==> src/rtl/i2c_pkg.sv <==
`default_nettype none
// ============================================================================
//  Package     : i2c_pkg
//  Description : Shared types and constants for the I2C MMIO bridge:
//                bridge FSM state encoding, register word offsets,
//                CTRL/STATUS bit positions and default timeout values.
//  Revision    : 1.0 - initial release
// ============================================================================
package i2c_pkg;

   typedef enum logic [1:0] {
      ST_IDLE   = 2'd0,
      ST_LAUNCH = 2'd1,
      ST_RUN    = 2'd2,
      ST_FINISH = 2'd3
   } bridge_state_e;

   // Register word offsets
   localparam logic [1:0] REG_CTRL   = 2'd0;
   localparam logic [1:0] REG_TXDATA = 2'd1;
   localparam logic [1:0] REG_RXDATA = 2'd2;
   localparam logic [1:0] REG_STATUS = 2'd3;

   // CTRL bit positions
   localparam int CTRL_DEV_LSB   = 0;
   localparam int CTRL_WRITE_BIT = 8;
   localparam int CTRL_MASK_LSB  = 12;
   localparam int CTRL_IE_BIT    = 16;
   localparam int CTRL_GO_BIT    = 31;

   // STATUS bit positions
   localparam int STAT_BUSY_BIT    = 0;
   localparam int STAT_DONE_BIT    = 1;
   localparam int STAT_TIMEOUT_BIT = 2;
   localparam int STAT_BADREQ_BIT  = 3;

   // Default timeouts (clk cycles)
   localparam int unsigned START_WAIT_DEF  = 16;
   localparam int unsigned RUN_TIMEOUT_DEF = 65536;

   function automatic int unsigned max_u(input int unsigned a, input int unsigned b);
      return (a > b) ? a : b;
   endfunction

endpackage
`default_nettype wire

==> src/rtl/i2c_mmio_bridge_if.sv <==
`default_nettype none
// ============================================================================
//  Interface   : i2c_mmio_bridge_if
//  Description : CPU memory-bus handshake between the core and the bridge.
//                req/we/addr/wdata/wstrb from the core, rdata/ready back.
//                master modport = core side, slave modport = bridge side.
//  Revision    : 1.0 - initial release
// ============================================================================
interface i2c_mmio_bridge_if;
   logic        req;
   logic        we;
   logic [1:0]  addr;
   logic [31:0] wdata;
   logic [3:0]  wstrb;
   logic [31:0] rdata;
   logic        ready;

   modport master (output req, we, addr, wdata, wstrb, input rdata, ready);
   modport slave  (input req, we, addr, wdata, wstrb, output rdata, ready);
endinterface
`default_nettype wire

==> src/rtl/i2c_bridge_regs.sv <==
`default_nettype none
// ============================================================================
//  Module      : i2c_bridge_regs
//  Description : Register file and bus acknowledge for the I2C MMIO bridge.
//                Holds CTRL/TXDATA/RXDATA/STATUS, decodes GO and flags a
//                valid launch to the FSM.
//  Ports       : clk, reset        - clock, async active-high reset
//                bus               - CPU bus (slave modport)
//                busy_i            - FSM not idle
//                set_done_i        - FSM finishing a transaction
//                set_timeout_i     - FSM aborting on timeout
//                capture_rx_i      - load RXDATA from m_data_out_i
//                m_data_out_i      - master read data
//                go_o              - valid GO accepted this cycle
//                dev_addr_o/mask_o/write_o/txdata_o - master setup fields
//                irq_o             - level interrupt
//  Revision    : 1.0 - initial release
// ============================================================================
module i2c_bridge_regs
   import i2c_pkg::*;
(
   input  logic                    clk,
   input  logic                    reset,
   i2c_mmio_bridge_if.slave        bus,
   input  logic                    busy_i,
   input  logic                    set_done_i,
   input  logic                    set_timeout_i,
   input  logic                    capture_rx_i,
   input  logic [31:0]             m_data_out_i,
   output logic                    go_o,
   output logic [6:0]              dev_addr_o,
   output logic [3:0]              mask_o,
   output logic                    write_o,
   output logic [31:0]             txdata_o,
   output logic                    irq_o
);

   logic [6:0]  dev_q,     dev_d;
   logic [3:0]  mask_q,    mask_d;
   logic        write_q,   write_d;
   logic        ie_q,      ie_d;
   logic [31:0] tx_q,      tx_d;
   logic [31:0] rx_q,      rx_d;
   logic        done_q,    done_d;
   logic        timeout_q, timeout_d;
   logic        badreq_q,  badreq_d;
   logic        ready_q,   ready_d;
   logic [31:0] rdata_q,   rdata_d;

   logic        w_access;
   logic        w_wr;
   logic        w_wr_ctrl;
   logic        w_wr_tx;
   logic        w_wr_stat;
   logic        w_go_req;
   logic        w_bad_go;
   logic [3:0]  w_mask_new;
   logic [31:0] w_rd_mux;

   // A request is taken only while no ack is pending, so each req is
   // accepted exactly once even though the core holds it into the ack cycle.
   assign w_access  = bus.req & ~ready_q;
   assign w_wr      = w_access & bus.we;
   // CTRL/TXDATA are frozen while a transaction runs; the write is still acked.
   assign w_wr_ctrl = w_wr & (bus.addr == REG_CTRL)   & ~busy_i;
   assign w_wr_tx   = w_wr & (bus.addr == REG_TXDATA) & ~busy_i;
   assign w_wr_stat = w_wr & (bus.addr == REG_STATUS) & bus.wstrb[0];

   // GO is judged against the mask as it will be after this same write.
   assign w_mask_new = (w_wr_ctrl & bus.wstrb[1]) ? bus.wdata[CTRL_MASK_LSB +: 4] : mask_q;
   assign w_go_req   = w_wr_ctrl & bus.wstrb[3] & bus.wdata[CTRL_GO_BIT];
   assign go_o       = w_go_req & (w_mask_new != 4'd0);
   assign w_bad_go   = w_go_req & (w_mask_new == 4'd0);

   always_comb begin
      w_rd_mux = 32'd0;
      case (bus.addr)
         REG_CTRL: begin
            w_rd_mux[CTRL_DEV_LSB +: 7]  = dev_q;
            w_rd_mux[CTRL_WRITE_BIT]     = write_q;
            w_rd_mux[CTRL_MASK_LSB +: 4] = mask_q;
            w_rd_mux[CTRL_IE_BIT]        = ie_q;
         end
         REG_TXDATA: w_rd_mux = tx_q;
         REG_RXDATA: w_rd_mux = rx_q;
         default: begin
            w_rd_mux[STAT_BUSY_BIT]    = busy_i;
            w_rd_mux[STAT_DONE_BIT]    = done_q;
            w_rd_mux[STAT_TIMEOUT_BIT] = timeout_q;
            w_rd_mux[STAT_BADREQ_BIT]  = badreq_q;
         end
      endcase
   end

   always_comb begin
      dev_d     = dev_q;
      mask_d    = w_mask_new;
      write_d   = write_q;
      ie_d      = ie_q;
      tx_d      = tx_q;
      rx_d      = rx_q;
      done_d    = done_q;
      timeout_d = timeout_q;
      badreq_d  = badreq_q;
      ready_d   = w_access;
      rdata_d   = w_access ? w_rd_mux : rdata_q;

      if (w_wr_ctrl) begin
         if (bus.wstrb[0]) dev_d   = bus.wdata[CTRL_DEV_LSB +: 7];
         if (bus.wstrb[1]) write_d = bus.wdata[CTRL_WRITE_BIT];
         if (bus.wstrb[2]) ie_d    = bus.wdata[CTRL_IE_BIT];
      end

      if (w_wr_tx) begin
         for (int b = 0; b < 4; b++) begin
            if (bus.wstrb[b]) tx_d[8*b +: 8] = bus.wdata[8*b +: 8];
         end
      end

      if (capture_rx_i) rx_d = m_data_out_i;

      // Order matters: software clear first, hardware set last so set wins.
      if (w_wr_stat & bus.wdata[STAT_DONE_BIT])    done_d    = 1'b0;
      if (w_wr_stat & bus.wdata[STAT_TIMEOUT_BIT]) timeout_d = 1'b0;
      if (w_wr_stat & bus.wdata[STAT_BADREQ_BIT])  badreq_d  = 1'b0;
      if (go_o) begin
         done_d    = 1'b0;
         timeout_d = 1'b0;
      end
      if (set_done_i)    done_d    = 1'b1;
      if (set_timeout_i) timeout_d = 1'b1;
      if (w_bad_go)      badreq_d  = 1'b1;
   end

   always_ff @(posedge clk or posedge reset) begin
      if (reset) begin
         dev_q     <= '0;
         mask_q    <= '0;
         write_q   <= 1'b0;
         ie_q      <= 1'b0;
         tx_q      <= '0;
         rx_q      <= '0;
         done_q    <= 1'b0;
         timeout_q <= 1'b0;
         badreq_q  <= 1'b0;
         ready_q   <= 1'b0;
         rdata_q   <= '0;
      end else begin
         dev_q     <= dev_d;
         mask_q    <= mask_d;
         write_q   <= write_d;
         ie_q      <= ie_d;
         tx_q      <= tx_d;
         rx_q      <= rx_d;
         done_q    <= done_d;
         timeout_q <= timeout_d;
         badreq_q  <= badreq_d;
         ready_q   <= ready_d;
         rdata_q   <= rdata_d;
      end
   end

   assign bus.ready  = ready_q;
   assign bus.rdata  = rdata_q;
   assign dev_addr_o = dev_q;
   assign mask_o     = mask_q;
   assign write_o    = write_q;
   assign txdata_o   = tx_q;
   assign irq_o      = ie_q & (done_q | timeout_q);

endmodule
`default_nettype wire

==> src/rtl/i2c_mmio_bridge.sv <==
`default_nettype none
// ============================================================================
//  Module      : i2c_mmio_bridge
//  Description : CPU register front end for an I2C master. Latches setup
//                from the bus, launches one transaction by releasing the
//                master's reset, tracks m_busy for completion/timeout and
//                captures the read word.
//  Ports       : clk, reset          - clock, async active-high reset
//                bus                 - CPU bus (slave modport)
//                irq_o               - level interrupt
//                m_rst_o             - master reset (high = parked idle)
//                m_device_addr_o, m_mask_o, m_write_o, m_data_in_o - setup
//                m_data_out_i, m_busy_i - master status/data
//  Revision    : 1.0 - initial release
// ============================================================================
module i2c_mmio_bridge
   import i2c_pkg::*;
#(
   parameter int unsigned START_WAIT  = START_WAIT_DEF,
   parameter int unsigned RUN_TIMEOUT = RUN_TIMEOUT_DEF
) (
   input  logic                 clk,
   input  logic                 reset,
   i2c_mmio_bridge_if.slave     bus,
   output logic                 irq_o,
   output logic                 m_rst_o,
   output logic [6:0]           m_device_addr_o,
   output logic [3:0]           m_mask_o,
   output logic                 m_write_o,
   output logic [31:0]          m_data_in_o,
   input  logic [31:0]          m_data_out_i,
   input  logic                 m_busy_i
);

   localparam int CNT_W = $clog2(max_u(START_WAIT, RUN_TIMEOUT)) + 1;
   localparam logic [CNT_W-1:0] START_LAST = CNT_W'(START_WAIT - 1);
   localparam logic [CNT_W-1:0] RUN_LAST   = CNT_W'(RUN_TIMEOUT - 1);
   localparam logic [CNT_W-1:0] CNT_ONE    = CNT_W'(1);

   bridge_state_e     state_q, state_d;
   logic [CNT_W-1:0]  cnt_q,   cnt_d;

   logic w_go;
   logic w_busy;
   logic w_set_done;
   logic w_set_timeout;
   logic w_capture_rx;
   logic w_write;

   assign w_busy = (state_q != ST_IDLE);

   i2c_bridge_regs u_regs (
      .clk           (clk),
      .reset         (reset),
      .bus           (bus),
      .busy_i        (w_busy),
      .set_done_i    (w_set_done),
      .set_timeout_i (w_set_timeout),
      .capture_rx_i  (w_capture_rx),
      .m_data_out_i  (m_data_out_i),
      .go_o          (w_go),
      .dev_addr_o    (m_device_addr_o),
      .mask_o        (m_mask_o),
      .write_o       (w_write),
      .txdata_o      (m_data_in_o),
      .irq_o         (irq_o)
   );

   assign m_write_o = w_write;

   // State register: async reset parks the FSM, so m_rst_o rises at once.
   always_ff @(posedge clk or posedge reset) begin
      if (reset) begin
         state_q <= ST_IDLE;
         cnt_q   <= '0;
      end else begin
         state_q <= state_d;
         cnt_q   <= cnt_d;
      end
   end

   // Next-state logic
   always_comb begin
      state_d = state_q;
      cnt_d   = cnt_q;
      case (state_q)
         ST_IDLE: begin
            if (w_go) begin
               state_d = ST_LAUNCH;
               cnt_d   = '0;
            end
         end
         ST_LAUNCH: begin
            if (m_busy_i) begin
               state_d = ST_RUN;
               cnt_d   = '0;
            end else if (cnt_q == START_LAST) begin
               state_d = ST_IDLE;
            end else begin
               cnt_d = cnt_q + CNT_ONE;
            end
         end
         ST_RUN: begin
            if (!m_busy_i) begin
               state_d = ST_FINISH;
            end else if (cnt_q == RUN_LAST) begin
               state_d = ST_IDLE;
            end else begin
               cnt_d = cnt_q + CNT_ONE;
            end
         end
         default: state_d = ST_IDLE;
      endcase
   end

   // Output logic
   always_comb begin
      m_rst_o       = 1'b1;
      w_set_done    = 1'b0;
      w_set_timeout = 1'b0;
      w_capture_rx  = 1'b0;
      case (state_q)
         ST_LAUNCH: begin
            m_rst_o       = 1'b0;
            w_set_timeout = ~m_busy_i & (cnt_q == START_LAST);
         end
         ST_RUN: begin
            m_rst_o       = 1'b0;
            w_set_timeout = m_busy_i & (cnt_q == RUN_LAST);
         end
         ST_FINISH: begin
            w_set_done   = 1'b1;
            w_capture_rx = ~w_write;
         end
         default: ;
      endcase
   end

endmodule
`default_nettype wire

==> src/flat_wrapper.sv <==
// flat-port wrapper written by rule: the top's interface ports become plain ports
module i2c_mmio_bridge_flat import i2c_pkg::*;
#(
   parameter int unsigned START_WAIT  = START_WAIT_DEF,
   parameter int unsigned RUN_TIMEOUT = RUN_TIMEOUT_DEF
)
  (clk, reset, irq_o, m_rst_o, m_device_addr_o, m_mask_o, m_write_o, m_data_in_o, m_data_out_i, m_busy_i, bus_req, bus_we, bus_addr, bus_wdata, bus_wstrb, bus_rdata, bus_ready);
  i2c_mmio_bridge_if bus_i ();
  input  logic clk;
  input  logic reset;
  output logic irq_o;
  output logic m_rst_o;
  output logic [6:0] m_device_addr_o;
  output logic [3:0] m_mask_o;
  output logic m_write_o;
  output logic [31:0] m_data_in_o;
  input  logic [31:0] m_data_out_i;
  input  logic m_busy_i;
  input wire logic [$bits(bus_i.req)-1:0] bus_req;
  input wire logic [$bits(bus_i.we)-1:0] bus_we;
  input wire logic [$bits(bus_i.addr)-1:0] bus_addr;
  input wire logic [$bits(bus_i.wdata)-1:0] bus_wdata;
  input wire logic [$bits(bus_i.wstrb)-1:0] bus_wstrb;
  output wire logic [$bits(bus_i.rdata)-1:0] bus_rdata;
  output wire logic [$bits(bus_i.ready)-1:0] bus_ready;
  assign bus_i.req = bus_req;
  assign bus_i.we = bus_we;
  assign bus_i.addr = bus_addr;
  assign bus_i.wdata = bus_wdata;
  assign bus_i.wstrb = bus_wstrb;
  assign bus_rdata = bus_i.rdata;
  assign bus_ready = bus_i.ready;
  i2c_mmio_bridge #(.START_WAIT(START_WAIT), .RUN_TIMEOUT(RUN_TIMEOUT)) u_core (.clk(clk), .reset(reset), .bus(bus_i), .irq_o(irq_o), .m_rst_o(m_rst_o), .m_device_addr_o(m_device_addr_o), .m_mask_o(m_mask_o), .m_write_o(m_write_o), .m_data_in_o(m_data_in_o), .m_data_out_i(m_data_out_i), .m_busy_i(m_busy_i));
endmodule
==> config.mk <==
export PLATFORM = sky130hd
export DESIGN_NAME = i2c_mmio_bridge_flat
export DESIGN_NICKNAME = d
export VERILOG_FILES = /design/src/rtl/i2c_pkg.sv /design/src/rtl/i2c_mmio_bridge_if.sv /design/src/rtl/i2c_bridge_regs.sv /design/src/rtl/i2c_mmio_bridge.sv /design/src/flat_wrapper.sv
export SDC_FILE = /design/constraint.sdc
export NUM_CORES = 1
export LEC_CHECK = 0
export BUFFER_PORTS_ARGS = -buffer_cell sky130_fd_sc_hd__clkbuf_2
export CORE_MARGIN = 2
export CORE_UTILIZATION = 40
export DETAILED_ROUTE_END_ITERATION = 8
export GPL_ROUTABILITY_DRIVEN = 0
export PLACE_DENSITY = 0.72
export SLEW_MARGIN = 0
export SYNTH_ARGS = -nofsm -noshare
export SYNTH_HDL_FRONTEND = slang
export SYNTH_SLANG_ARGS = --single-unit
==> constraint.sdc <==
create_clock -name clk -period 9.75 [get_ports clk]
set_input_delay 0.975 -clock clk [delete_from_list [all_inputs] [get_ports clk]]
set_output_delay 0.975 -clock clk [all_outputs]
set_load 0.05 [all_outputs]
After elaboration in Yosys (flattened, before gate mapping) --
Cells that the tools add are included.
Word-level totals: flip-flop bits (word level) 132, input port bits 75, output and inout bits 79, logic and storage cells 106
Cells by class: add/subtract/negate cells 1, eq/ne operators 14, multiplexer cells 32, bitwise operators 24, reduce and logical (&&, ||, !) cells 19
Operator list (count):
- 2-to-1 mux 17 bit | 5
- one-hot mux 17 bit (3 select lines) | 1
- one-hot mux 15 bit (2 select lines) | 1
- bitwise AND 1 bit | 19
- adder 17 x 1 -> 17 bit, second input constant | 1
- == test 17 x 16 -> 1 bit, second input constant | 1
- == test 17 x 4 -> 1 bit, second input constant | 1
- one-hot mux 5 bit (3 select lines) | 1
- AND reduction 2 bit | 7
- one-hot mux 4 bit (3 select lines) | 1
- 2-to-1 mux 1 bit | 11
- 2-to-1 mux 2 bit | 5
- one-hot mux 3 bit (3 select lines) | 1
- nonzero test 3 bit | 3
- == test 2 bit, second input constant | 4
- != test 2 bit, second input constant | 3
- != test 3 x 2 -> 1 bit, second input constant | 2
- one-hot mux 2 bit (3 select lines) | 1
- one-hot mux 3 bit (2 select lines) | 1
- AND reduction 5 bit | 1
- == test 2 x 1 -> 1 bit, second input constant | 2
- zero test 2 bit | 2
- zero test 4 bit | 1
- 2-to-1 mux 4 bit | 1
- 9 further kinds | 14

Logic depth before layout (Yosys ltp) --
Gate-level depths: netlist of run 1.
depth in word-level cells 11, gate-level depth with buffers 12, gate-level depth less buffers 11

Cells and area by module --
From an unflattened synthesis of run 1, not the netlist that was laid out.
Unflattened totals: cell total of the unflattened synthesis 491, area, all modules 5977.0 um^2
By module, submodules not included:
- i2c_bridge_regs | times used 1, cells each 350, area each 4723.3 um^2, sequential area each 2827.7 um^2
- i2c_mmio_bridge | times used 1, cells each 141, area each 1253.7 um^2, sequential area each 475.5 um^2

Worst setup path after synthesis of run 1 --
No wires, ideal clock.
path kind register to register, from register u_core.cnt_q[0], to register u_core.cnt_q[10], setup time 95 ps, arrival time 2428 ps, data required time 9655 ps, path slack 7227 ps, cell stages (with the launch flop) 13, buffers on the path 1, period minus slack after synthesis 2523 ps, path through dfrtp_1 ha_1 nand3_1 nor4_2 nand4_1 nor2_1 ha_1 nand2b_1 a21oi_1 nand3_1 clkbuf_1 o21ai_0 o31ai_1
On the way: cells in the longest elaborated chain, start to end 4, elaborated cells between the ends (all ways) 11, those cells by class add/sub (1); eq/ne (4); mux (5); reduce/logical (1)
RTL lines:
- start, declared | RTL line i2c_mmio_bridge.sv:41 | logic [CNT_W-1:0] cnt_q, cnt_d;
- start signal, assigned | RTL line i2c_mmio_bridge.sv:78 | cnt_q <= cnt_d;
- adder 17 x 1 -> 17 bit | RTL line i2c_mmio_bridge.sv:100, i2c_mmio_bridge.sv:109
- 2-to-1 mux 17 bit, on equally long branches | RTL line i2c_mmio_bridge.sv:106, i2c_mmio_bridge.sv:97
- 2-to-1 mux 17 bit, on equally long branches | RTL line i2c_mmio_bridge.sv:104, i2c_mmio_bridge.sv:94
- one-hot mux 17 bit (3 select lines) | RTL line i2c_mmio_bridge.sv:86 | case (state_q)
Several ways; a longest one is shown, not always the timed one. The select of a mux whose other input is x is not followed. A chain may end at the register's enable or synchronous reset.

Worst setup path after layout of run 1 --
from register u_core.cnt_q[0], to register u_core.cnt_q[6]
Same word-level chain as after synthesis.

==> impl_metrics.env, run 1 <==
export IMPL_ios=154
export IMPL_cts_root_to_sink_buffers=2
export IMPL_finalCriticalPeriod_ns=3.27
export IMPL_p_per_area_nw_per_um2=288
export IMPL_synth_seq_cells=132
export IMPL_crit_fanout=22
export IMPL_drt_wl_total_um=15800
export IMPL_vdd_drop_max_v=0.000149
export IMPL_grt_pass1_wl_um=25400
export IMPL_num_vias=4794
export IMPL_fin_util_pct=51.2
export IMPL_max_clock_freq_ghz=0.306
export IMPL_synth_avg_cell_area_um2=11.8
export IMPL_numCtsBuffers=17
export IMPL_tightest_slew_ns=1.04
export IMPL_rr_startpoint="u_core.cnt_q[0]"
export IMPL_die_width_um=125
export IMPL_critPathMaxStageDelay_ns=0.64
export IMPL_detail_route_drc_violations=0
export IMPL_detailedPlacementHpwl_um=11100
export IMPL_worst_setup_path_type="reg -> reg"
export IMPL_average_routed_wire_per_standard_cell_um=18.6
export IMPL_floorplan_initialDensity_pct=40.7
export IMPL_grt_setup_unrepaired="false"
export IMPL_slew_viol_final=0
export IMPL_floorplan_rows=44
export IMPL_mappedNetlistArea_um2=5900
export IMPL_via_per_inst=5.65
export IMPL_drv_cap=0
export IMPL_vias_in_the_first_global_route=4839
export IMPL_hold_path_startpoint="u_core.u_regs.bus.rdata[15]"
export IMPL_critical_path_cell_chain="ha_1 -> nand3_1 -> nor4_2 -> nand4_1 -> nor2_1 -> ha_1 -> nand2b_1 -> a21oi_1 -> nand3_1 -> o22ai_1 -> a21oi_1"
export IMPL_h_tree_depth=4
export IMPL_fillCellCount=1286
export IMPL_cts_resized=0
export IMPL_setup_tns_ns=0
export IMPL_cts_num_sinks=132
export IMPL_worst_path_slowest_cell="sky130_fd_sc_hd__nor4_2"
export IMPL_drive_above_1_share_pct=34.3
export IMPL_area_growth_synth_to_final_pct=25.7
export IMPL_synth_seq_area_share_pct=56.0
export IMPL_slew_limit_headroom_pct=30.8
export IMPL_overflow=0
export IMPL_synthCells=501
export IMPL_postCtsHoldBufs=0
export IMPL_total_power_mw=2.14
export IMPL_cts_post_setup_buffers_inserted=0
export IMPL_fin_crit_sh_pct=33.6
export IMPL_portBuffers=153
export IMPL_fp_dieArea_um2=15700
export IMPL_design_final_nets=740
export IMPL_cp_required_ns=10.08
export IMPL_hold_path_class="reg -> reg"
export IMPL_timing_final_hold_violations=0
export IMPL_yosysWarningCount=0
export IMPL_postSynthNetCount=588
export IMPL_grt_start_max_net_pins=83
export IMPL_drt_pre_antenna_iters=6
export IMPL_num_antenna_cells=0
export IMPL_finalSetupViolCount=0
export IMPL_root_buffer="sky130_fd_sc_hd__clkbuf_16"
export IMPL_standby_leakage_power_nw=3.64
export IMPL_clock_skew_ns=0.00658
export IMPL_status="finished clean"
export IMPL_clk_pin_slew_worst_paths_ns=0.06
export IMPL_worst_path_buf_inv=0
export IMPL_cts_tree="built"
export IMPL_standard_cell_core_area_um2=14500
export IMPL_end_kind="flip-flop"
export IMPL_cp_launch_type="flip-flop"
export IMPL_grt_use_total_pct=20.4
export IMPL_initialDrtViolationCount=430
export IMPL_cpLargestDelayFamily="simple AND/OR/NAND/NOR gates"
export IMPL_worst_endpoint_arrival_ns=3.61
export IMPL_worstSkewPairLatency_ns=0.41
export IMPL_drt_antenna_violating_nets=0
export IMPL_die_height_um=125
export IMPL_number_of_antenna_violations_at_the_first_check_in_global_routing=0
export IMPL_post_synth_num_cell_types=48
export IMPL_setup_worst_path_start="u_core.cnt_q[0]"
## cell families (layout without fill, tap and decap cells)
logic type / after synthesis / after routing / synth area share [%]
flip-flops: 132 / 132 / 56.0
AO/OA/AOI/OAI: 125 / 125 / 14.2
AND/OR/NAND/NOR: 115 / 115 / 9.71
multiplexers: 79 / 79 / 15.0
buffers and inverters: 38 / 201 / 2.55
adder cells (fa/ha/maj): 12 / 12 / 2.55
## report_power, final
group	internal, mW	leakage, nW	switching, mW
sequential	0.692	1.77	0.109
combinational	0.199	1.59	0.512
clock	0.393	0.278	0.232
total	1.28	3.64	0.853
## metrics by stage
stage	std cells	setup WS, ns	hold slack (ns)	area, µm²
final	848	6.48	0.478	7410
after global routing	848	6.20	0.501	7410
after CTS	848	6.53	0.483	7410
after detailed placement	818	6.11	0.470	6840
after global placement	818	6.25	0.464	6840
after floorplan	501	5.25	0.448	5900
## sequential cells by signal, summed over array words and instances, names as in the netlist, 2 cells and up
register	flops
u_core.u_regs.dev_addr_o	7
u_core.u_regs.rx_q	32
u_core.u_regs.txdata_o	32
u_core.u_regs.bus.rdata	32
u_core.state_q	2
u_core.u_regs.mask_o	4
u_core.cnt_q	17
## worst reg2reg max path, cell delays in order, from the launching register on
cell and delay [ns]:
sky130_fd_sc_hd__dfrtp_1 0.42, sky130_fd_sc_hd__ha_1 0.25, sky130_fd_sc_hd__nand3_1 0.16, sky130_fd_sc_hd__nor4_2 0.64, sky130_fd_sc_hd__nand4_1 0.22, sky130_fd_sc_hd__nor2_1 0.17, sky130_fd_sc_hd__ha_1 0.21, sky130_fd_sc_hd__nand2b_1 0.13
sky130_fd_sc_hd__a21oi_1 0.08, sky130_fd_sc_hd__nand3_1 0.56, sky130_fd_sc_hd__o22ai_1 0.19, sky130_fd_sc_hd__a21oi_1 0.17
## path summary, 6_finish.rpt
| check | to | slack [ns] | cells past startpoint |
|---|---|---|---|
| max | u_core.cnt_q[6] | 6.48 | 11 |
| min | u_core.u_regs.bus.rdata[15] | 0.48 | 2 |
| max reg2reg | u_core.cnt_q[6] | 6.48 | 11 |
| min reg2reg | u_core.u_regs.bus.rdata[15] | 0.48 | 2 |
| max in group asynchronous | u_core.u_regs.txdata_o[12] | 7.62 | 3 |
| min in group asynchronous | u_core.u_regs.bus.rdata[3] | 0.63 | 2 |
## synth_stat cells (all sizes together)
library cell,instances,share of area (%)
mux2i,2,0.34
a31o,3,0.45
o21a,3,0.51
o22ai,5,0.53
a32oi,1,0.15
buf,6,0.51
or4,6,0.83
and3,2,0.21
nand4,6,0.64
nand4b,1,0.15
mux2,77,15
nor2,13,0.87
o31ai,8,1.0
a32o,1,0.17
or2,1,0.11
inv,14,0.89
a21oi,11,1.1
nor2b,3,0.32
nor4b,1,0.15
nor3,4,0.34
a41oi,2,0.30
nand3,14,1.2
nand2b,3,0.32
nor4,1,0.21
ha,12,2.5
clkbuf,18,1.1
and2,1,0.11
nand2,54,3.6
o41ai,2,0.30
a22o,2,0.30
a31oi,2,0.21
o21ai,52,4.4
o221ai,1,0.15
a222oi,13,2.2
nor3b,1,0.13
dfrtp,132,56
and4,4,0.59
a22oi,19,2.4
## per-layer routing
metal	global-route usage, %	wire (µm)	vias up
met5	0	0	-
met3	5.99	1180	30
met2	32.1	7600	227
met4	9.74	420	0
met1	26.0	6580	2374
li1	-	-	2163
## cell type report
type                            count  area (µm²)  area share [%]
Clock buffer                       22         474            6.40
Clock inverter                      8         103            1.38
Inverter                           14        55.1           0.742
Multi-Input combinational cell    331        2450            33.1
Sequential cell                   132        3300            44.5
Tap cell                          184         230            3.10
Timing Repair Buffer              157         796            10.7
## placed cells by master (no fill, tap or decap), drive strengths merged, types with 2 or more instances in the layout
cell | netlist | final
a31oi | 2 | 2
dfrtp | 132 | 132
o31ai | 8 | 8
clkinvlp | 0 | 2
o41ai | 2 | 2
or4 | 6 | 6
a41oi | 2 | 2
buf | 6 | 4
a22oi | 19 | 19
a31o | 3 | 3
nand4 | 6 | 6
o22ai | 5 | 5
mux2 | 77 | 77
nand2 | 54 | 54
ha | 12 | 12
nor3 | 4 | 4
a22o | 2 | 2
bufinv | 0 | 2
clkinv | 0 | 4
mux2i | 2 | 2
and4 | 4 | 4
nor2b | 3 | 3
inv | 14 | 14
nor2 | 13 | 13
o21a | 3 | 3
nand3 | 14 | 14
clkbuf | 18 | 175
a21oi | 11 | 11
a222oi | 13 | 13
and3 | 2 | 2
o21ai | 52 | 52
nand2b | 3 | 3
No activity file was read; power rests on OpenSTA's default activity.
==> run 2, diff against run 1 <==
==> constraint.sdc (replaced) <==
create_clock -name clk -period 3.2 [get_ports clk]
set_input_delay 0.32 -clock clk [delete_from_list [all_inputs] [get_ports clk]]
set_output_delay 0.32 -clock clk [all_outputs]
set_load 0.05 [all_outputs]
==> run 2 against run 1 <==
  * Routed wire length is 2.7% higher
  * Sequential cell count did not move
  * Clock skew rose by 0.0012 ns
  * Design area is 1.1% higher
  * Setup slack got worse by 6.0 ns
  * Clock power rose to 3.1 times the previous value
  * Critical path depth rose by 1
  * Register-to-register slack got worse by 6.0 ns
  * First-iteration DRC count down 20%
  * Non-clock buffer count grew 7
  * Die area unchanged
  * Worst hold slack worse by 0.38 ns
==> impl_metrics.env, run 2 (synthesis results as in run 1) <==
export IMPL_status="finished clean"
export IMPL_drt_pre_antenna_iters=6
export IMPL_num_vias=4867
export IMPL_cts_post_setup_buffers_inserted=0
export IMPL_worst_setup_path_type="reg -> reg"
export IMPL_clk_pin_slew_worst_paths_ns=0.06
export IMPL_cts_tree="built"
export IMPL_setup_worst_path_start="u_core.cnt_q[0]"
export IMPL_rr_startpoint="u_core.cnt_q[0]"
export IMPL_detailedPlacementHpwl_um=11400
export IMPL_grt_start_max_net_pins=57
export IMPL_floorplan_rows=44
export IMPL_fp_dieArea_um2=15700
export IMPL_cts_num_sinks=132
export IMPL_slew_viol_final=0
export IMPL_detail_route_drc_violations=0
export IMPL_cp_required_ns=3.52
export IMPL_num_antenna_cells=0
export IMPL_p_per_area_nw_per_um2=879
export IMPL_root_buffer="sky130_fd_sc_hd__clkbuf_16"
export IMPL_h_tree_depth=4
export IMPL_number_of_antenna_violations_at_the_first_check_in_global_routing=0
export IMPL_end_kind="flip-flop"
export IMPL_grt_setup_unrepaired="false"
export IMPL_cts_root_to_sink_buffers=2
export IMPL_grt_pass1_wl_um=26300
export IMPL_via_per_inst=5.68
export IMPL_fin_crit_sh_pct=84.8
export IMPL_design_final_nets=747
export IMPL_r2r_cells=12
export IMPL_worstSkewPairLatency_ns=0.43
export IMPL_floorplan_initialDensity_pct=40.7
export IMPL_overflow=0
export IMPL_grt_use_total_pct=21.1
export IMPL_finalCriticalPeriod_ns=2.71
export IMPL_final_common_cell="sky130_fd_sc_hd__clkbuf_2"
export IMPL_ios=154
export IMPL_standard_cell_core_area_um2=14500
export IMPL_wl_met3_um=1200
export IMPL_clock_skew_ns=0.00778
export IMPL_average_routed_wire_per_standard_cell_um=18.9
export IMPL_drt_wl_total_um=16200
export IMPL_total_power_mw=6.59
export IMPL_drt_antenna_violating_nets=0
export IMPL_route_top_layer_used="met4"
export IMPL_max_clock_freq_ghz=0.368
export IMPL_routed_wl_met2_um=7990
export IMPL_post_place_ws_ns=0.500
export IMPL_area_growth_synth_to_final_pct=27.0
export IMPL_met1Wirelength_um=6620
export IMPL_timing_final_hold_violations=0
export IMPL_mostFrequentLayoutCells="153 x sky130_fd_sc_hd__clkbuf_2, 132 x sky130_fd_sc_hd__dfrtp_1, 53 x sky130_fd_sc_hd__nand2_1, 45 x sky130_fd_sc_hd__mux2_1, 41 x sky130_fd_sc_hd__o21ai_0"
export IMPL_standby_leakage_power_nw=3.68
export IMPL_slew_limit_headroom_pct=31.5
export IMPL_cts_resized=0
export IMPL_hold_path_class="in -> async"
export IMPL_die_height_um=125
export IMPL_postCtsHoldBufs=0
export IMPL_cp_launch_type="flip-flop"
export IMPL_vias_in_the_first_global_route=5086
export IMPL_die_width_um=125
export IMPL_drive_above_1_share_pct=35.5
export IMPL_numCtsBuffers=17
export IMPL_drv_cap=0
export IMPL_portBuffers=153
export IMPL_vdd_drop_max_v=0.000753
export IMPL_crit_fanout=9
export IMPL_initialDrtViolationCount=344
export IMPL_setup_tns_ns=0
export IMPL_placedInstanceArea_um2=6900
export IMPL_fin_area_um2=7490
export IMPL_finalSetupViolCount=0
export IMPL_finalWorstSetupSlack_ns=0.485
export IMPL_tightest_slew_ns=1.02
export IMPL_worst_endpoint_arrival_ns=3.03
[run 2: cell types whose count changed in the layout (fill, tap and decap cells not counted)]
cell	before	now
sky130_fd_sc_hd__clkbuf_1	2	0
sky130_fd_sc_hd__clkinvlp_4	2	3
sky130_fd_sc_hd__buf_12	0	1
sky130_fd_sc_hd__buf_4	4	10
sky130_fd_sc_hd__clkbuf_8	3	1
sky130_fd_sc_hd__clkinv_2	2	3
sky130_fd_sc_hd__clkinv_4	2	3
sky130_fd_sc_hd__inv_4	1	0
sky130_fd_sc_hd__inv_6	0	4
[run 2: final timing paths]
path | to | slack (ns)
max | u_core.cnt_q[9] | 0.49
min | u_core.u_regs.rx_q[17] | 0.1
max reg2reg | u_core.cnt_q[9] | 0.49
min reg2reg | u_core.u_regs.bus.rdata[14] | 0.48
max in group asynchronous | u_core.u_regs.bus.rdata[3] | 2.18
min in group clk | u_core.u_regs.txdata_o[27] | 0.10
[run 2: power breakdown]
part | internal, mW | switching [mW]
Clock | 1.17 | 0.778
Sequential | 2.11 | 0.324
Combinational | 0.631 | 1.57
[run 2: metrics by stage]
| stage | util, % | std cells | hold WS (ns) |
|---|---|---|---|
| 2_1_floorplan | - | 501 | 0.448 |
| 3_3_place_gp | 47.7 | 825 | 0.464 |
| 3_5_place_dp | 47.7 | 825 | 0.471 |
| 4_1_cts | 51.8 | 857 | 0.0938 |
| 5_1_grt | 51.8 | 857 | 0.106 |
| 6_report | 51.8 | 857 | 0.0990 |
[run 2: layout make-up]
type / instances / area [µm²]
fillers: 1275 / 6980
flip-flops and latches: 132 / 3300
multi-input cells: 331 / 2450
repair buffers: 164 / 861
clock buffers: 18 / 439
well taps: 184 / 230
clock inverters: 14 / 151
inverters: 14 / 56.3
[run 2: worst max-delay path, stage by stage, from the launching register on]
cell and delay, ns:
sky130_fd_sc_hd__dfrtp_1 0.44, sky130_fd_sc_hd__ha_1 0.27, sky130_fd_sc_hd__nand3_1 0.16, sky130_fd_sc_hd__nor4_2 0.06, sky130_fd_sc_hd__buf_4 0.16, sky130_fd_sc_hd__nand4_1 0.13
sky130_fd_sc_hd__nor2_1 0.07, sky130_fd_sc_hd__ha_1 0.21, sky130_fd_sc_hd__nand2b_1 0.15, sky130_fd_sc_hd__a21oi_1 0.17, sky130_fd_sc_hd__and3_1 0.31, sky130_fd_sc_hd__nand2_4 0.14
sky130_fd_sc_hd__o41ai_1 0.35
[run 2: routing by layer]
| layer | vias to the layer above | track usage [%] |
|---|---|---|
| li1 | 2182 | - |
| met1 | 2442 | 26.1 |
| met2 | 213 | 34.8 |
| met3 | 30 | 5.95 |
| met4 | 0 | 8.56 |
| met5 | - | 0 |
==> run 3, diff against run 2 <==
--- a/config.mk
+++ b/config.mk
@@ -5,6 +5,7 @@
 export SDC_FILE = /design/constraint.sdc
 export NUM_CORES = 1
 export LEC_CHECK = 0
+export ABC_AREA = 1
 export BUFFER_PORTS_ARGS = -buffer_cell sky130_fd_sc_hd__clkbuf_2
 export CORE_MARGIN = 2
 export CORE_UTILIZATION = 40
==> constraint.sdc (replaced) <==
create_clock -name clk -period 2.8 [get_ports clk]
set_input_delay 0.28 -clock clk [delete_from_list [all_inputs] [get_ports clk]]
set_output_delay 0.28 -clock clk [all_outputs]
set_load 0.05 [all_outputs]
==> run 3 against run 2 <==
  * Non-clock buffer count up 1
  * Critical path depth up 2
  * Critical endpoint is now u_core.cnt_q[13]
  * Total power up 28%
  * Clock power up 28%
  * Via count up 12%
  * Clock-buffer cell count up 3
  * Sequential power up 19%
  * Critical path type unchanged
  * Die area up 4.4%
  * Sequential cell count unchanged
==> impl_metrics.env, run 3 <==
export IMPL_clock_skew_ns=0.00745
export IMPL_synth_seq_cells=132
export IMPL_average_routed_wire_per_standard_cell_um=15.6
export IMPL_p_per_area_nw_per_um2=1080
export IMPL_layout_cells_excl_fill=1056
export IMPL_cp_required_ns=3.10
export IMPL_worst_setup_path_type="reg -> reg"
export IMPL_finalSetupViolCount=0
export IMPL_synth_most_common_cell="sky130_fd_sc_hd__nand2_1"
export IMPL_post_synth_num_cell_types=34
export IMPL_num_antenna_cells=0
export IMPL_final_common_cell="sky130_fd_sc_hd__nand2_1"
export IMPL_yosys_area_share_adder_pct=2.43
export IMPL_end_kind="flip-flop"
export IMPL_drt_antenna_violating_nets=0
export IMPL_detailedPlacementHpwl_um=11700
export IMPL_mappedNetlistArea_um2=6170
export IMPL_slew_viol_final=0
export IMPL_via_per_inst=5.14
export IMPL_clk_pin_slew_worst_paths_ns=0.05
export IMPL_drt_pre_antenna_iters=5
export IMPL_portBuffers=153
export IMPL_numCtsBuffers=17
export IMPL_cts_tree="built"
export IMPL_setup_worst_path_start="u_core.cnt_q[0]"
export IMPL_grt_use_total_pct=21.1
export IMPL_post_synth_top_area_fraction_pct=53.6
export IMPL_fillCellCount=1420
export IMPL_ios=154
export IMPL_synth_avg_cell_area_um2=8.77
export IMPL_postSynthNetCount=790
export IMPL_ys_top_cells_by_count="163 x sky130_fd_sc_hd__nand2_1, 132 x sky130_fd_sc_hd__dfrtp_1, 70 x sky130_fd_sc_hd__inv_1, 57 x sky130_fd_sc_hd__nand3_1, 57 x sky130_fd_sc_hd__nor2_1"
export IMPL_tightest_slew_ns=0.742
export IMPL_synth_flop_cell="sky130_fd_sc_hd__dfrtp_1"
export IMPL_root_buffer="sky130_fd_sc_hd__clkbuf_16"
export IMPL_mux_contribution_to_synthesized_area_pct=4.87
export IMPL_mostFrequentLayoutCells="163 x sky130_fd_sc_hd__nand2_1, 153 x sky130_fd_sc_hd__clkbuf_2, 132 x sky130_fd_sc_hd__dfrtp_1, 69 x sky130_fd_sc_hd__inv_1"
export IMPL_cp_depth=14
export IMPL_floorplan_initialDensity_pct=40.7
export IMPL_standby_leakage_power_nw=4.08
export IMPL_worstSkewPairLatency_ns=0.42
export IMPL_hold_path_class="in -> async"
export IMPL_cp_launch_type="flip-flop"
export IMPL_number_of_antenna_violations_at_the_first_check_in_global_routing=0
export IMPL_timing_endpoint_of_the_critical_path="u_core.cnt_q[13]"
export IMPL_standard_cell_core_area_um2=15100
export IMPL_critical_path_cell_chain="ha_1 -> nand2_1 -> nor3_2 -> nand2_1 -> nor2_1 -> nand2_1 -> nor4_1 -> ha_1 -> nor3_1 -> nor2_1 -> nor2_2 -> nand2_4 -> nand2_1 -> nand2_1"
export IMPL_worst_endpoint_arrival_ns=2.86
export IMPL_synthSimpleGateAreaFrac_pct=20.9
export IMPL_area_growth_synth_to_final_pct=26.6
export IMPL_critical_path_top_cell_by_count="sky130_fd_sc_hd__nand2_1"
export IMPL_finalCriticalPeriod_ns=2.56
export IMPL_overflow=0
export IMPL_synthCells=703
export IMPL_synth_area_top_cells="sky130_fd_sc_hd__dfrtp_1 54%, sky130_fd_sc_hd__nand2_1 9.9%, sky130_fd_sc_hd__nand3_1 4.6%"
export IMPL_largest_family_of_logic_cells_by_synthesized_area="simple AND/OR/NAND/NOR gates"
export IMPL_postCtsHoldBufs=0
export IMPL_detail_route_drc_violations=0
export IMPL_rr_startpoint="u_core.cnt_q[0]"
export IMPL_cpLargestDelayFamily="simple AND/OR/NAND/NOR gates"
export IMPL_grt_start_max_net_pins=133
export IMPL_num_vias=5430
export IMPL_status="finished clean"
export IMPL_drt_wl_total_um=16500
export IMPL_crit_fanout=17
export IMPL_fin_crit_sh_pct=91.3
export IMPL_grt_pass1_wl_um=26700
export IMPL_timing_final_hold_violations=0
export IMPL_fin_util_pct=51.6
export IMPL_synth_compound_area_share_pct=11.1
export IMPL_yosysWarningCount=0
export IMPL_worst_path_buf_inv=0
export IMPL_cts_num_sinks=132
export IMPL_synth_enable_flop_cells=0
export IMPL_vias_in_the_first_global_route=5231
export IMPL_cts_root_to_sink_buffers=2
export IMPL_die_width_um=128
export IMPL_setup_tns_ns=0
export IMPL_synth_top_area_cell="sky130_fd_sc_hd__dfrtp_1"
export IMPL_postSynth_asyncResetShare_pct=100
export IMPL_r2r_cells=14
export IMPL_worst_path_slowest_cell="sky130_fd_sc_hd__nor2_2"
export IMPL_initialDrtViolationCount=321
export IMPL_synth_xor_area_share_pct=0.568
export IMPL_fp_dieArea_um2=16400
export IMPL_design_final_nets=943
export IMPL_reg2reg_slack_ns=0.24
export IMPL_h_tree_depth=4
export IMPL_drive_above_1_share_pct=27.0
export IMPL_critPathMaxStageDelay_ns=0.43
export IMPL_drv_cap=0
export IMPL_floorplan_rows=45
export IMPL_vdd_drop_max_v=0.000491
export IMPL_synth_seq_area_share_pct=53.6
export IMPL_die_height_um=128
export IMPL_slew_limit_headroom_pct=50.5
export IMPL_reg2reg_to="u_core.cnt_q[13]"
export IMPL_place_detailed_instances=1025
export IMPL_max_clock_freq_ghz=0.391
export IMPL_grt_setup_unrepaired="false"
==> run 3: changes by cell type after synthesis, moves of 10 or more <==
cell / delta
sky130_fd_sc_hd__a222oi_1: -13
sky130_fd_sc_hd__inv_1: +57
sky130_fd_sc_hd__nor2_1: +45
sky130_fd_sc_hd__nand2_1: +110
sky130_fd_sc_hd__mux2_2: -10
sky130_fd_sc_hd__nand3_1: +43
sky130_fd_sc_hd__a21oi_1: +44
sky130_fd_sc_hd__mux2_1: -43
sky130_fd_sc_hd__a22oi_1: -19
==> run 3: cell families after synthesis <==
| logic type | Yosys count |
|---|---|
| XOR/XNOR | 4 |
| AND/OR/NAND/NOR | 303 |
| buffers and inverters | 102 |
| flip-flops | 132 |
| AO/OA/AOI/OAI | 123 |
| adder cells (fa/ha/maj) | 12 |
| multiplexers | 27 |
==> run 3: report_power, final <==
group / internal (mW) / leakage [nW] / switching (mW)
logic: 0.814 / 2.11 / 2.26
clock network: 1.71 / 0.323 / 0.789
registers: 2.50 / 1.64 / 0.383
total: 5.02 / 4.08 / 3.43
==> run 3: worst min-delay path: cells and delay by family <==
kind / cells / cell delay (ns)
buf+inv: 3 / 0.65
==> run 3: area by class of cell <==
class / count / area [µm²] / share of cell area [%]
clock buffers: 21 / 460 / 5.90
inverters: 71 / 270 / 3.46
well taps: 188 / 235 / 3.01
flip-flops and latches: 132 / 3300 / 42.3
multi-input cells: 469 / 2470 / 31.6
clock inverters: 10 / 203 / 2.60
repair buffers: 165 / 868 / 11.1
==> run 3: what timing repair did <==
action | in CTS | in global routing
resized for setup | 0 | 1
endpoints found under the setup margin | 0 | 17
buffers inserted | 0 | 0
==> run 3: per-layer routing <==
layer,vias up,track usage [%],routed length (µm)
met4,0,7.56,356
li1,2617,-,-
met3,28,5.72,1170
met5,-,0,0
met2,219,33.2,7660
met1,2566,28.1,7330
==> run 3: worst min-delay path by stage <==
stage	end	start	slack, ns
global placement	u_core.cnt_q[15]	u_core.cnt_q[15]	0.46
finish	u_core.u_regs.rx_q[6]	reset	0.04
CTS	u_core.u_regs.ie_q	bus_wstrb[2]	0.07
floorplan	u_core.u_regs.ie_q	bus_wstrb[2]	0.38
global route	u_core.u_regs.ie_q	bus_wstrb[2]	0.07
detailed placement	u_core.cnt_q[16]	u_core.cnt_q[16]	0.47
==> run 3: stage by stage <==
step                hold slack, ns  area, µm²  total power [mW]  setup slack [ns]
detailed placement           0.465       7140              5.98             0.271
floorplan                    0.384       6170              5.18             0.497
global route                0.0697       7810              8.91            0.0127
finish                      0.0404       7810              8.45             0.243
global placement             0.458       7140              5.92             0.369
CTS                         0.0660       7800              8.50             0.263
